**src/rtl/cache_mem_subsystem.sv**
```systemverilog
// ----------------------------------------------------------------------------
// cache_mem_subsystem
//
// Direct-mapped, write-back, write-allocate cache with one data word per line,
// sitting between a CPU request port and a simple memory port. At most one
// CPU request is in flight at a time.
//
// Ports
//   CLK, RST_N            clock, synchronous active-low reset
//   req_*                 CPU request (valid/ready), write flag, word address, store data
//   resp_valid/resp_rdata one-cycle completion pulse; load data (0 for stores)
//   mem_req_*             memory request (valid/ready): writeback or fill read
//   mem_resp_*            fill data return (only looked at while waiting for a fill)
//   hit_cnt/miss_cnt      saturating 16-bit statistics
//   stat_load_i           loads both statistics counters from stat_*_val_i
//   dbg_state_o           current FSM state, for observation only
//
// Handshake rule (both request ports): a transfer happens on a rising edge
// where valid and ready are both high. A source holding valid keeps every
// payload signal stable until that edge; ready may rise or fall freely.
// ----------------------------------------------------------------------------
module cache_mem_subsystem #(
  parameter int ADDR_W    = 32,
  parameter int DATA_W    = 32,
  parameter int NUM_LINES = 16
) (
  input  logic              CLK,
  input  logic              RST_N,
  input  logic              req_valid,
  output logic              req_ready,
  input  logic              req_write,
  input  logic [ADDR_W-1:0] req_addr,
  input  logic [DATA_W-1:0] req_wdata,
  output logic              resp_valid,
  output logic [DATA_W-1:0] resp_rdata,
  output logic              mem_req_valid,
  input  logic              mem_req_ready,
  output logic              mem_req_write,
  output logic [ADDR_W-1:0] mem_req_addr,
  output logic [DATA_W-1:0] mem_req_wdata,
  input  logic              mem_resp_valid,
  input  logic [DATA_W-1:0] mem_resp_rdata,
  output logic [15:0]       hit_cnt,
  output logic [15:0]       miss_cnt,
  input  logic              stat_load_i,
  input  logic [15:0]       stat_hit_val_i,
  input  logic [15:0]       stat_miss_val_i,
  output logic [2:0]        dbg_state_o
);

  localparam int IDX_W = $clog2(NUM_LINES);
  localparam int TAG_W = ADDR_W - IDX_W;

  typedef enum logic [2:0] {
    S_IDLE      = 3'd0,
    S_WB        = 3'd1,
    S_FILL_REQ  = 3'd2,
    S_FILL_WAIT = 3'd3,
    S_RESP      = 3'd4
  } state_e;

  state_e              state_q;
  logic                req_ready_q;
  logic                req_write_q;
  logic [ADDR_W-1:0]   req_addr_q;
  logic [DATA_W-1:0]   req_wdata_q;
  logic                resp_valid_q;
  logic [DATA_W-1:0]   resp_rdata_q;
  logic                mem_req_valid_q;
  logic                mem_req_write_q;
  logic [ADDR_W-1:0]   mem_req_addr_q;
  logic [DATA_W-1:0]   mem_req_wdata_q;
  logic [15:0]         hit_cnt_q,  hit_cnt_d;
  logic [15:0]         miss_cnt_q, miss_cnt_d;

  // Line state. Only valid/dirty are reset; tag/data are qualified by valid.
  logic [NUM_LINES-1:0] valid_q;
  logic [NUM_LINES-1:0] dirty_q;
  logic [TAG_W-1:0]     tag_q  [NUM_LINES];
  logic [DATA_W-1:0]    data_q [NUM_LINES];

  function automatic logic [15:0] sat_inc(input logic [15:0] v);
    return (v == 16'hFFFF) ? v : v + 16'd1;
  endfunction

  // Lookup uses the live request inputs: the hit/miss decision is made on
  // the accepting edge itself, which gives the one-cycle load-hit latency.
  logic [IDX_W-1:0] in_idx;
  logic [TAG_W-1:0] in_tag;
  logic             in_hit;
  logic             in_victim_dirty;
  logic             accept;
  logic [IDX_W-1:0] cur_idx;

  assign in_idx          = req_addr[IDX_W-1:0];
  assign in_tag          = req_addr[ADDR_W-1:IDX_W];
  assign in_hit          = valid_q[in_idx] && (tag_q[in_idx] == in_tag);
  assign in_victim_dirty = valid_q[in_idx] && dirty_q[in_idx];
  assign accept          = req_valid && req_ready_q;
  assign cur_idx         = req_addr_q[IDX_W-1:0];

  assign hit_cnt_d  = sat_inc(hit_cnt_q);
  assign miss_cnt_d = sat_inc(miss_cnt_q);

  always_ff @(posedge CLK) begin
    if (!RST_N) begin
      state_q         <= S_IDLE;
      req_ready_q     <= 1'b0;
      req_write_q     <= 1'b0;
      req_addr_q      <= '0;
      req_wdata_q     <= '0;
      resp_valid_q    <= 1'b0;
      resp_rdata_q    <= '0;
      mem_req_valid_q <= 1'b0;
      mem_req_write_q <= 1'b0;
      mem_req_addr_q  <= '0;
      mem_req_wdata_q <= '0;
      hit_cnt_q       <= '0;
      miss_cnt_q      <= '0;
      valid_q         <= '0;
      dirty_q         <= '0;
    end else begin
      case (state_q)
        S_IDLE: begin
          // First cycle out of reset lands here with ready low; raise it.
          req_ready_q <= 1'b1;
          if (accept) begin
            req_ready_q <= 1'b0;
            req_write_q <= req_write;
            req_addr_q  <= req_addr;
            req_wdata_q <= req_wdata;
            if (in_hit) begin
              hit_cnt_q    <= hit_cnt_d;
              resp_valid_q <= 1'b1;
              resp_rdata_q <= req_write ? '0 : data_q[in_idx];
              if (req_write) begin
                data_q[in_idx]  <= req_wdata;
                dirty_q[in_idx] <= 1'b1;
              end
              state_q <= S_RESP;
            end else begin
              miss_cnt_q      <= miss_cnt_d;
              mem_req_valid_q <= 1'b1;
              if (in_victim_dirty) begin
                mem_req_write_q <= 1'b1;
                mem_req_addr_q  <= {tag_q[in_idx], in_idx};
                mem_req_wdata_q <= data_q[in_idx];
                state_q         <= S_WB;
              end else begin
                mem_req_write_q <= 1'b0;
                mem_req_addr_q  <= req_addr;
                mem_req_wdata_q <= '0;
                state_q         <= S_FILL_REQ;
              end
            end
          end
        end

        S_WB: begin
          // Writeback accepted: line is clean, go straight to the fill read.
          if (mem_req_ready) begin
            dirty_q[cur_idx] <= 1'b0;
            mem_req_write_q  <= 1'b0;
            mem_req_addr_q   <= req_addr_q;
            mem_req_wdata_q  <= '0;
            state_q          <= S_FILL_REQ;
          end
        end

        S_FILL_REQ: begin
          if (mem_req_ready) begin
            mem_req_valid_q <= 1'b0;
            mem_req_addr_q  <= '0;
            state_q         <= S_FILL_WAIT;
          end
        end

        S_FILL_WAIT: begin
          if (mem_resp_valid) begin
            valid_q[cur_idx] <= 1'b1;
            tag_q[cur_idx]   <= req_addr_q[ADDR_W-1:IDX_W];
            // Store miss allocates with the store data; fill data is dropped.
            data_q[cur_idx]  <= req_write_q ? req_wdata_q : mem_resp_rdata;
            dirty_q[cur_idx] <= req_write_q;
            resp_valid_q     <= 1'b1;
            resp_rdata_q     <= req_write_q ? '0 : mem_resp_rdata;
            state_q          <= S_RESP;
          end
        end

        S_RESP: begin
          resp_valid_q <= 1'b0;
          resp_rdata_q <= '0;
          req_ready_q  <= 1'b1;
          state_q      <= S_IDLE;
        end

        default: begin
          req_ready_q <= 1'b0;
          state_q     <= S_IDLE;
        end
      endcase

      // Counter load overrides any increment on the same edge.
      if (stat_load_i) begin
        hit_cnt_q  <= stat_hit_val_i;
        miss_cnt_q <= stat_miss_val_i;
      end
    end
  end

  assign req_ready     = req_ready_q;
  assign resp_valid    = resp_valid_q;
  assign resp_rdata    = resp_rdata_q;
  assign mem_req_valid = mem_req_valid_q;
  assign mem_req_write = mem_req_write_q;
  assign mem_req_addr  = mem_req_addr_q;
  assign mem_req_wdata = mem_req_wdata_q;
  assign hit_cnt       = hit_cnt_q;
  assign miss_cnt      = miss_cnt_q;
  assign dbg_state_o   = state_q;

endmodule

```
**config.mk**
```make
export PLATFORM = sky130hd
export DESIGN_NAME = cache_mem_subsystem
export DESIGN_NICKNAME = d
export VERILOG_FILES = /design/src/rtl/cache_mem_subsystem.sv
export SDC_FILE = /design/constraint.sdc
export NUM_CORES = 1
export LEC_CHECK = 0
export CELL_PAD_IN_SITES_DETAIL_PLACEMENT = 0
export CELL_PAD_IN_SITES_GLOBAL_PLACEMENT = 1
export CORE_UTILIZATION = 51
export DETAILED_ROUTE_END_ITERATION = 8
export GPL_ROUTABILITY_DRIVEN = 0
export PLACE_DENSITY_LB_ADDON = 0.1
export SLEW_MARGIN = 30
export SYNTH_ARGS = -nofsm -noshare
export SYNTH_HDL_FRONTEND = slang
export SYNTH_SLANG_ARGS = --single-unit
```
**constraint.sdc**
```tcl
create_clock -name CLK -period 7.1 [get_ports CLK]
set_input_delay 0.71 -clock CLK [delete_from_list [all_inputs] [get_ports CLK]]
set_output_delay 0.71 -clock CLK [all_outputs]
set_load 0.02 [all_outputs]
```
==> results of run 1 <==
-- path summary, 6_finish.rpt --
| path | startpoint | end | slack [ps] | depth (start not counted) |
|---|---|---|---|---|
| min | valid_q[12]$_SDFFE_PN0P_ | valid_q[12]$_SDFFE_PN0P_ | 450 | 1 |
| max reg2reg | tag_q[4][12]$_DFFE_PP_ | data_q[0][26]$_DFFE_PP_ | 2080 | 10 |
| min reg2reg | valid_q[12]$_SDFFE_PN0P_ | valid_q[12]$_SDFFE_PN0P_ | 450 | 1 |
| max | req_addr[1] | data_q[0][26]$_DFFE_PP_ | 1470 | 12 |
-- layout by cell type (no fill, tap or decap), types with 74 or more instances in the layout --
cell | Yosys | final
edfxtp_1 | 960 | 960
nand2_1 | 338 | 338
clkdlybuf4s50_1 | 0 | 264
mux4_2 | 233 | 233
dfxtp_1 | 232 | 231
mux2i_1 | 184 | 184
a21oi_1 | 151 | 139
clkbuf_16 | 0 | 120
buf_4 | 14 | 105
nor2_1 | 113 | 95
a211oi_1 | 84 | 82
o21ai_0 | 83 | 74
-- power by group through the flow --
stage | Combinational [W] | Sequential (W) | Clock (W)
after floorplan | 0.000990 | 0.00820 | 0
after global placement | 0.00182 | 0.00817 | 0
after detailed placement | 0.00185 | 0.00819 | 0
after CTS | 0.00186 | 0.00804 | 0.00679
after global routing | 0.00198 | 0.00807 | 0.00705
final | 0.00187 | 0.00805 | 0.00671
-- registers in the layout, summed over array words and instances (netlist names) --
signal / cells
resp_valid: 1
tag_q: 448
dirty_q: 16
mem_req_write: 1
mem_req_valid: 1
req_write_q: 1
dbg_state_o: 3
miss_cnt: 16
valid_q: 16
mem_req_wdata: 32
resp_rdata: 32
req_wdata_q: 32
mem_req_addr: 32
req_addr_q: 32
hit_cnt: 16
data_q: 512
req_ready: 1
-- through the flow --
stage | cell area, sq um | std cells
2_1_floorplan | 49700 | 3251
3_5_place_dp | 54400 | 4686
4_1_cts | 58600 | 4912
3_3_place_gp | 54300 | 4684
6_report | 58700 | 4915
5_1_grt | 58700 | 4914
-- layout make-up --
cell class / count / area [sq um]
timing repair buffer: 388 / 3780
antenna: 1 / 2.50
multi-input combinational: 1768 / 15300
sequential: 1192 / 33500
clock buffer: 156 / 3270
fill: 7202 / 37900
clock inverter: 70 / 948
inverter: 64 / 243
tap: 1276 / 1600
-- kinds of logic (layout without fill, tap and decap cells) --
family	after synthesis	count (layout)	share of synthesized area, %
DFF	1192	1192	67.3
and+or+nand+nor	684	684	6.31
AOI/OAI and AO/OA	595	595	8.10
muxes	454	454	15.1
buffers and inverters	291	678	2.52
xor gates and xnor gates	33	33	0.581
adders and majority gates	2	2	0.0503
other	0	1	0
-- critical path: cells and delay by family --
family          cells  cell delay, ps
simple gates        5            2220
compound gates      4            1550
buf+inv             3            1470
-- layer usage --
metal | vias up | track usage, %
li1 | 13400 | -
met1 | 16100 | 40.0
met2 | 1368 | 46.6
met3 | 239 | 4.39
met4 | 4 | 9.88
met5 | - | 0
==> results by group, run 1 <==
Route
  • DRT met1 WL: ~60000 microns
  • Wire per inst: 29.0 microns
  • Max Used Layer: met5
  • Vias: 31100
  • DR pass1 iterations: 6
  • Met2 wire length: around 70000 microns
  • Initial drt markers: 3521
  • # DRC: 0
  • WL met3: 10200 microns
  • Via density: 6.32
  • Routed Antenna Nets: 0
  • Final WL: 142000 microns

Final layout
  • Layout area overhead: 18.0%
  • Util after Layout: 60.7%
  • Nets: 3670
  • Layout cells sized above 1: 18.1%

CTS
  • CTS tree: yes
  • Hold-fix buffers, CTS: 0
  • CTS clk-pin slew, worst paths: 60 ps
  • CTS Sinks: between 1000 and 1500
  • Root Buffer: clkbuf_16
  • Clock Path Buffers: 3
  • Clock Latency Late Sink: 730 ps
  • CTS HTree Levels: 3
  • Setup bufs post-CTS: 0
  • Clock buffer count from CTS: 119
  • Post-CTS Resized: 0

Global route
  • Initial antenna violation count: 2
  • Number of global-route vias before repair: 30800
  • GRT overflow: 0
  • Largest net degree at the start of global routing: 92
  • First-pass GRT wire length: 208000 microns
  • GRT Util Overall: 28.8%

Synth
  • Top post-synthesis cells by area: edfxtp_1 58%, mux4_2 11%, dfxtp_1 9.3%, mux2i_1 3.7%, nand2_1 2.6%
  • Post-synth top area share: between 50% and 60%
  • Synth Register Bits: 1192
  • Post-synthesis sequential area ratio: 67.3%
  • Post-synth EDFFs: 960
  • Post-synth top cells: 960 x edfxtp_1, 338 x nand2_1, 233 x mux4_2
  • Synth Instances: 3251
  • Net Count, Synth: 3388
  • Synthesized cell area: 49700 sq um
  • Yosys warnings: 0
  • Mean area per synthesized cell: 15.3 sq um
  • Top cell type by total area after synthesis: edfxtp_1
  • Post-synthesis async set-or-reset flop share: 0%
  • Yosys cell types: between 70 and 80
  • Most used DFF post-synth: edfxtp_1
  • Most frequent cell after synthesis: edfxtp_1

Die
  • Initial core utilization: 51.5%
  • Core Area: 96600 sq um
  • Die width: 314 microns
  • Io pins: 270
  • Placement Rows: 114
  • Die ar.: 98700 sq um
  • Die Y: 314 microns

Place
  • Pre-CTS setup slack: 883 ps
  • IO buf count: 269
  • Detailed placer's ending HPWL: between 80000 and 90000 microns

Setup path
  • CP endpoint kind: flop
  • Slowest stage delay, CP: roughly 720 ps
  • Slowest cell on the critical path: buf_4
  • Arrival @ worst endpoint: a little over 6000 ps
  • Crit Path Class: input pin to flop
  • Required @ worst endpoint: 7510 ps
  • Top cell by count, worst path: buf_4
  • Startpoint types: input pin
  • CP Max Fanout: 62
  • Crit-path cells: buf_8 -> buf_4 -> nand2_1 -> o22ai_1 -> nor3_1 -> nor4b_1 -> a31oi_1 -> or4_1 -> a2111oi_4 -> a41oi_1 -> nor2_4 -> buf_4

Timing
  • Fmax achieved: 178 MHz
  • Setup ws final: 1470 ps
  • Final Max Tran Viols: 0
  • Final clock skew: 30.6 ps
  • RSZ-0062 raised after global routing: no
  • Setup tns final: 0 ps
  • Hold WS: ~450 ps
  • Slew HR: 35.9%
  • Final period utilization: about 79%
  • Final-report hold violation count: 0
  • Slew @ Worst Pin: 949 ps
  • Final setup vio count: 0
  • Tmin final: 5630 ps

Pwr
  • Combinational fraction of design power: ~11%
  • Power Dens Cells: 283 nW/um^2
  • Power Internal: 0.0125 W
  • Net switching power: 0.00413 W
  • Clock share of power: 40.3%
  • Switching share of power: 24.9%
  • Static Leak: 19.7 nW
  • Peak supply drop: 234 uV
  • Flop pwr share: between 40% and 50%
  • Final Total Pwr: 0.0166 W

Flow run
  • Max_cap viols: 0

Outcome
  • Status: completed

Worst hold path
  • Hold Path Class: flop to flop
(Power assumes the default switching activity.)
==> run 2, diff against run 1 <==
==> constraint.sdc (replaced) <==
create_clock -name CLK -period 5.8 [get_ports CLK]
set_input_delay 0.58 -clock CLK [delete_from_list [all_inputs] [get_ports CLK]]
set_output_delay 0.58 -clock CLK [all_outputs]
set_load 0.02 [all_outputs]
==> run 2 against run 1 <==
Sequential share of layout area fell by 0.17 points. Die area stayed put. Clock power increased by 23%. Combinational power rose by 22%. Cell area up 0.29%. Utilization rose by 0.18 points. Final cell count increased by 0.28%. Hold slack got worse by 62 ps. First-iteration DRC count fell by 6.3%. Largest power group unchanged.
==> results by group, run 2 (synthesis results as in run 1) <==
Setup path
  • Required @ worst endpoint: 6380 ps (was 7510 ps)
  • Startpoint types: input pin (unchanged)
  • Arrival @ worst endpoint: 5330 ps (was 6040 ps)
  • Worst path bufs/invs: 3 (unchanged)
  • Crit path from: req_addr[1] (unchanged)
  • CP endpoint kind: flop (unchanged)
  • Cells on worst reg2reg path: 10 (unchanged)
  • Crit-path cells: buf_8 -> buf_4 -> buf_4 -> mux2_2 -> o22ai_1 -> nor3_1 -> nor4b_1 -> nand4_1 -> a21oi_1 -> nand4_2 -> o21a_1 -> o311a_1 (was buf_8 -> buf_4 -> nand2_1 -> o22ai_1 -> nor3_1 -> nor4b_1 -> a31oi_1 -> or4_1 -> a2111oi_4 -> a41oi_1 -> nor2_4 -> buf_4)
  • Slowest cell on the critical path: nand4_2 (was buf_4)
  • FF-to-FF End: data_q[0][19]$_DFFE_PP_ (was data_q[0][26]$_DFFE_PP_)
  • Delay-heaviest family, CP: compound AO/OA/AOI/OAI gates (was simple AND/OR/NAND/NOR gates)
  • Top cell by count, worst path: buf_4 (unchanged)
  • CP Max Fanout: 54 (was 62)
  • Crit path to: hit_cnt[10]$_SDFFE_PN0P_ (was data_q[0][26]$_DFFE_PP_)
  • Slowest stage delay, CP: 720 ps (about the same)
  • Crit Path Class: input pin to flop (unchanged)
  • Stages on worst setup path: 12 (unchanged)
  • R2r startpoint: tag_q[8][23]$_DFFE_PP_ (was tag_q[4][12]$_DFFE_PP_)
  • R2R setup slack: 1380 ps (was 2080 ps)

Global route
  • GRT overflow: 0 (unchanged)
  • Largest net degree at the start of global routing: 135 (was 92)
  • Initial antenna violation count: 2 (unchanged)
  • GRT Util Overall: 28.8% (about the same)
  • Number of global-route vias before repair: 30800 (about the same)
  • First-pass GRT wire length: 208000 microns (about the same)

Final layout
  • Sequential Area: 33500 sq um (unchanged)
  • Most common cell after layout, fill and taps aside: edfxtp_1 (unchanged)
  • Layout cells sized above 1: 18.7% (was 18.1%)
  • Most frequent cells in the layout: 960 x edfxtp_1, 338 x nand2_1, 264 x clkdlybuf4s50_1 (unchanged)
  • Nets: 3683 (was 3670)
  • Regs by FF count: data_q (512), tag_q (448) (unchanged)
  • Max reg flops: 512 (unchanged)
  • Layout area overhead: 18.3% (was 18.0%)
  • Area occupied by multi-input gates: 15400 sq um (was 15300 sq um)
  • Fill count: 7152 (was 7202)
  • Most flop-heavy register: data_q (unchanged)

Worst hold path
  • Min-delay src: RST_N (was valid_q[12]$_SDFFE_PN0P_)
  • Hold Path Class: input pin to flop (was flop to flop)

CTS
  • Clock buffer count from CTS: 119 (unchanged)
  • CTS tree: yes (unchanged)
  • CTS HTree Levels: 3 (unchanged)
  • Hold-fix buffers, CTS: 0 (unchanged)
  • Root Buffer: clkbuf_16 (unchanged)
  • CTS Sinks: 1192 (unchanged)
  • Clock Latency Late Sink: 710 ps (was 730 ps)
  • Post-CTS Resized: 0 (unchanged)
  • Setup bufs post-CTS: 0 (unchanged)
  • CTS clk-pin slew, worst paths: 60 ps (about the same)
  • Clock Path Buffers: 3 (unchanged)

Pwr
  • Peak supply drop: 231 uV (was 234 uV)
  • Final Total Pwr: 0.0204 W (was 0.0166 W)
  • Static Leak: 19.8 nW (was 19.7 nW)
  • Power Dens Cells: 346 nW/um^2 (was 283 nW/um^2)

Route
  • Via density: 6.29 (was 6.32)
  • Vias: 31000 (was 31100)
  • Wire per inst: 28.8 microns (was 29.0 microns)
  • Initial drt markers: 3300 (was 3521)
  • DR pass1 iterations: 6 (unchanged)
  • Routed Antenna Nets: 0 (unchanged)
  • Final WL: 142000 microns (about the same)
  • # DRC: 0 (unchanged)

Outcome
  • Status: completed (unchanged)

Timing
  • Tmin final: 4750 ps
  • RSZ-0062 raised after global routing: no (unchanged)
  • Fmax achieved: 211 MHz
  • Final-report hold violation count: 0 (unchanged)
  • Final period utilization: 81.8%
  • Final setup vio count: 0 (unchanged)
  • Slew HR: 32.8% (was 35.9%)
  • Setup tns final: 0 ps (unchanged)
  • Setup ws final: 1050 ps (was 1470 ps)
  • Final Max Tran Viols: 0 (unchanged)
  • Slew @ Worst Pin: 1010 ps (was 949 ps)
  • Final clock skew: 23.6 ps (was 30.6 ps)
  • Hold WS: 387 ps (was 449 ps)

Die
  • Initial core utilization: 51.5% (unchanged)
  • Die Y: 314 microns (unchanged)
  • Die ar.: 98700 sq um (unchanged)
  • Placement Rows: 114 (unchanged)
  • Core Area: 96600 sq um (unchanged)
  • Die width: 314 microns (unchanged)
  • Io pins: 270 (unchanged)

Place
  • IO buf count: 269 (unchanged)
  • Pre-CTS setup slack: 306 ps (was 883 ps)
  • Detailed placer's ending HPWL: 89600 microns (was 89400 microns)

Flow run
  • Max_cap viols: 0 (unchanged)
run 2: layout make-up:
cell class | instances | share of cell area (%)
tap | 1276 | 2.71
sequential | 1192 | 56.9
multi-input combinational | 1768 | 26.1
inverter | 64 | 0.417
clock buffer | 153 | 5.61
antenna | 1 | 0.00425
clock inverter | 74 | 1.61
timing repair buffer | 401 | 6.63
run 2: worst min path at each step:
stage                                to  slack (ps)  cells past startpoint
6_report       miss_cnt[7]$_SDFFE_PN0P_         390                      2
5_1_grt        miss_cnt[7]$_SDFFE_PN0P_         380                      2
4_1_cts        miss_cnt[7]$_SDFFE_PN0P_         350                      2
3_5_place_dp   valid_q[11]$_SDFFE_PN0P_         440                      1
3_3_place_gp   valid_q[12]$_SDFFE_PN0P_         430                      1
2_1_floorplan  valid_q[10]$_SDFFE_PN0P_         420                      1
run 2: stage by stage:
stage          cell area, sq um  util (%)  instances
6_report                  58800      60.9       4929
5_1_grt                   58800      60.9       4929
4_1_cts                   58800      60.9       4927
3_5_place_dp              54500      56.5       4700
3_3_place_gp              54500      56.4       4700
2_1_floorplan             49700         -       3251
run 2: worst reg2reg max path, stage by stage (launching register included):
cell	delay [ps]
edfxtp_1	370
mux4_2	470
mux2i_1	440
nor2_1	90
a2111oi_0	400
a21oi_1	220
or4_1	620
a2111oi_4	530
a41oi_2	440
nor2_4	210
buf_4	310
run 2: metal layers:
metal / GRT usage [%] / wire length, microns / share of wire (%) / up-vias
li1: - / - / - / 13400
met1: 39.7 / 57900 / 41 / 16000
met2: 47.1 / 69000 / 49 / 1356
met3: 4.28 / 9980 / 7.0 / 270
met4: 9.83 / 5220 / 3.7 / 2
met5: 0 / 9 / 0.0063 / -
run 2: report_power, final:
group,internal [W],total (W),leakage (nW),switching (W)
registers,0.00956,0.00987,10.6,0.000305
logic,0.000865,0.00228,7.13,0.00142
clock network,0.00491,0.00822,2.08,0.00330
total,0.0153,0.0204,19.8,0.00503
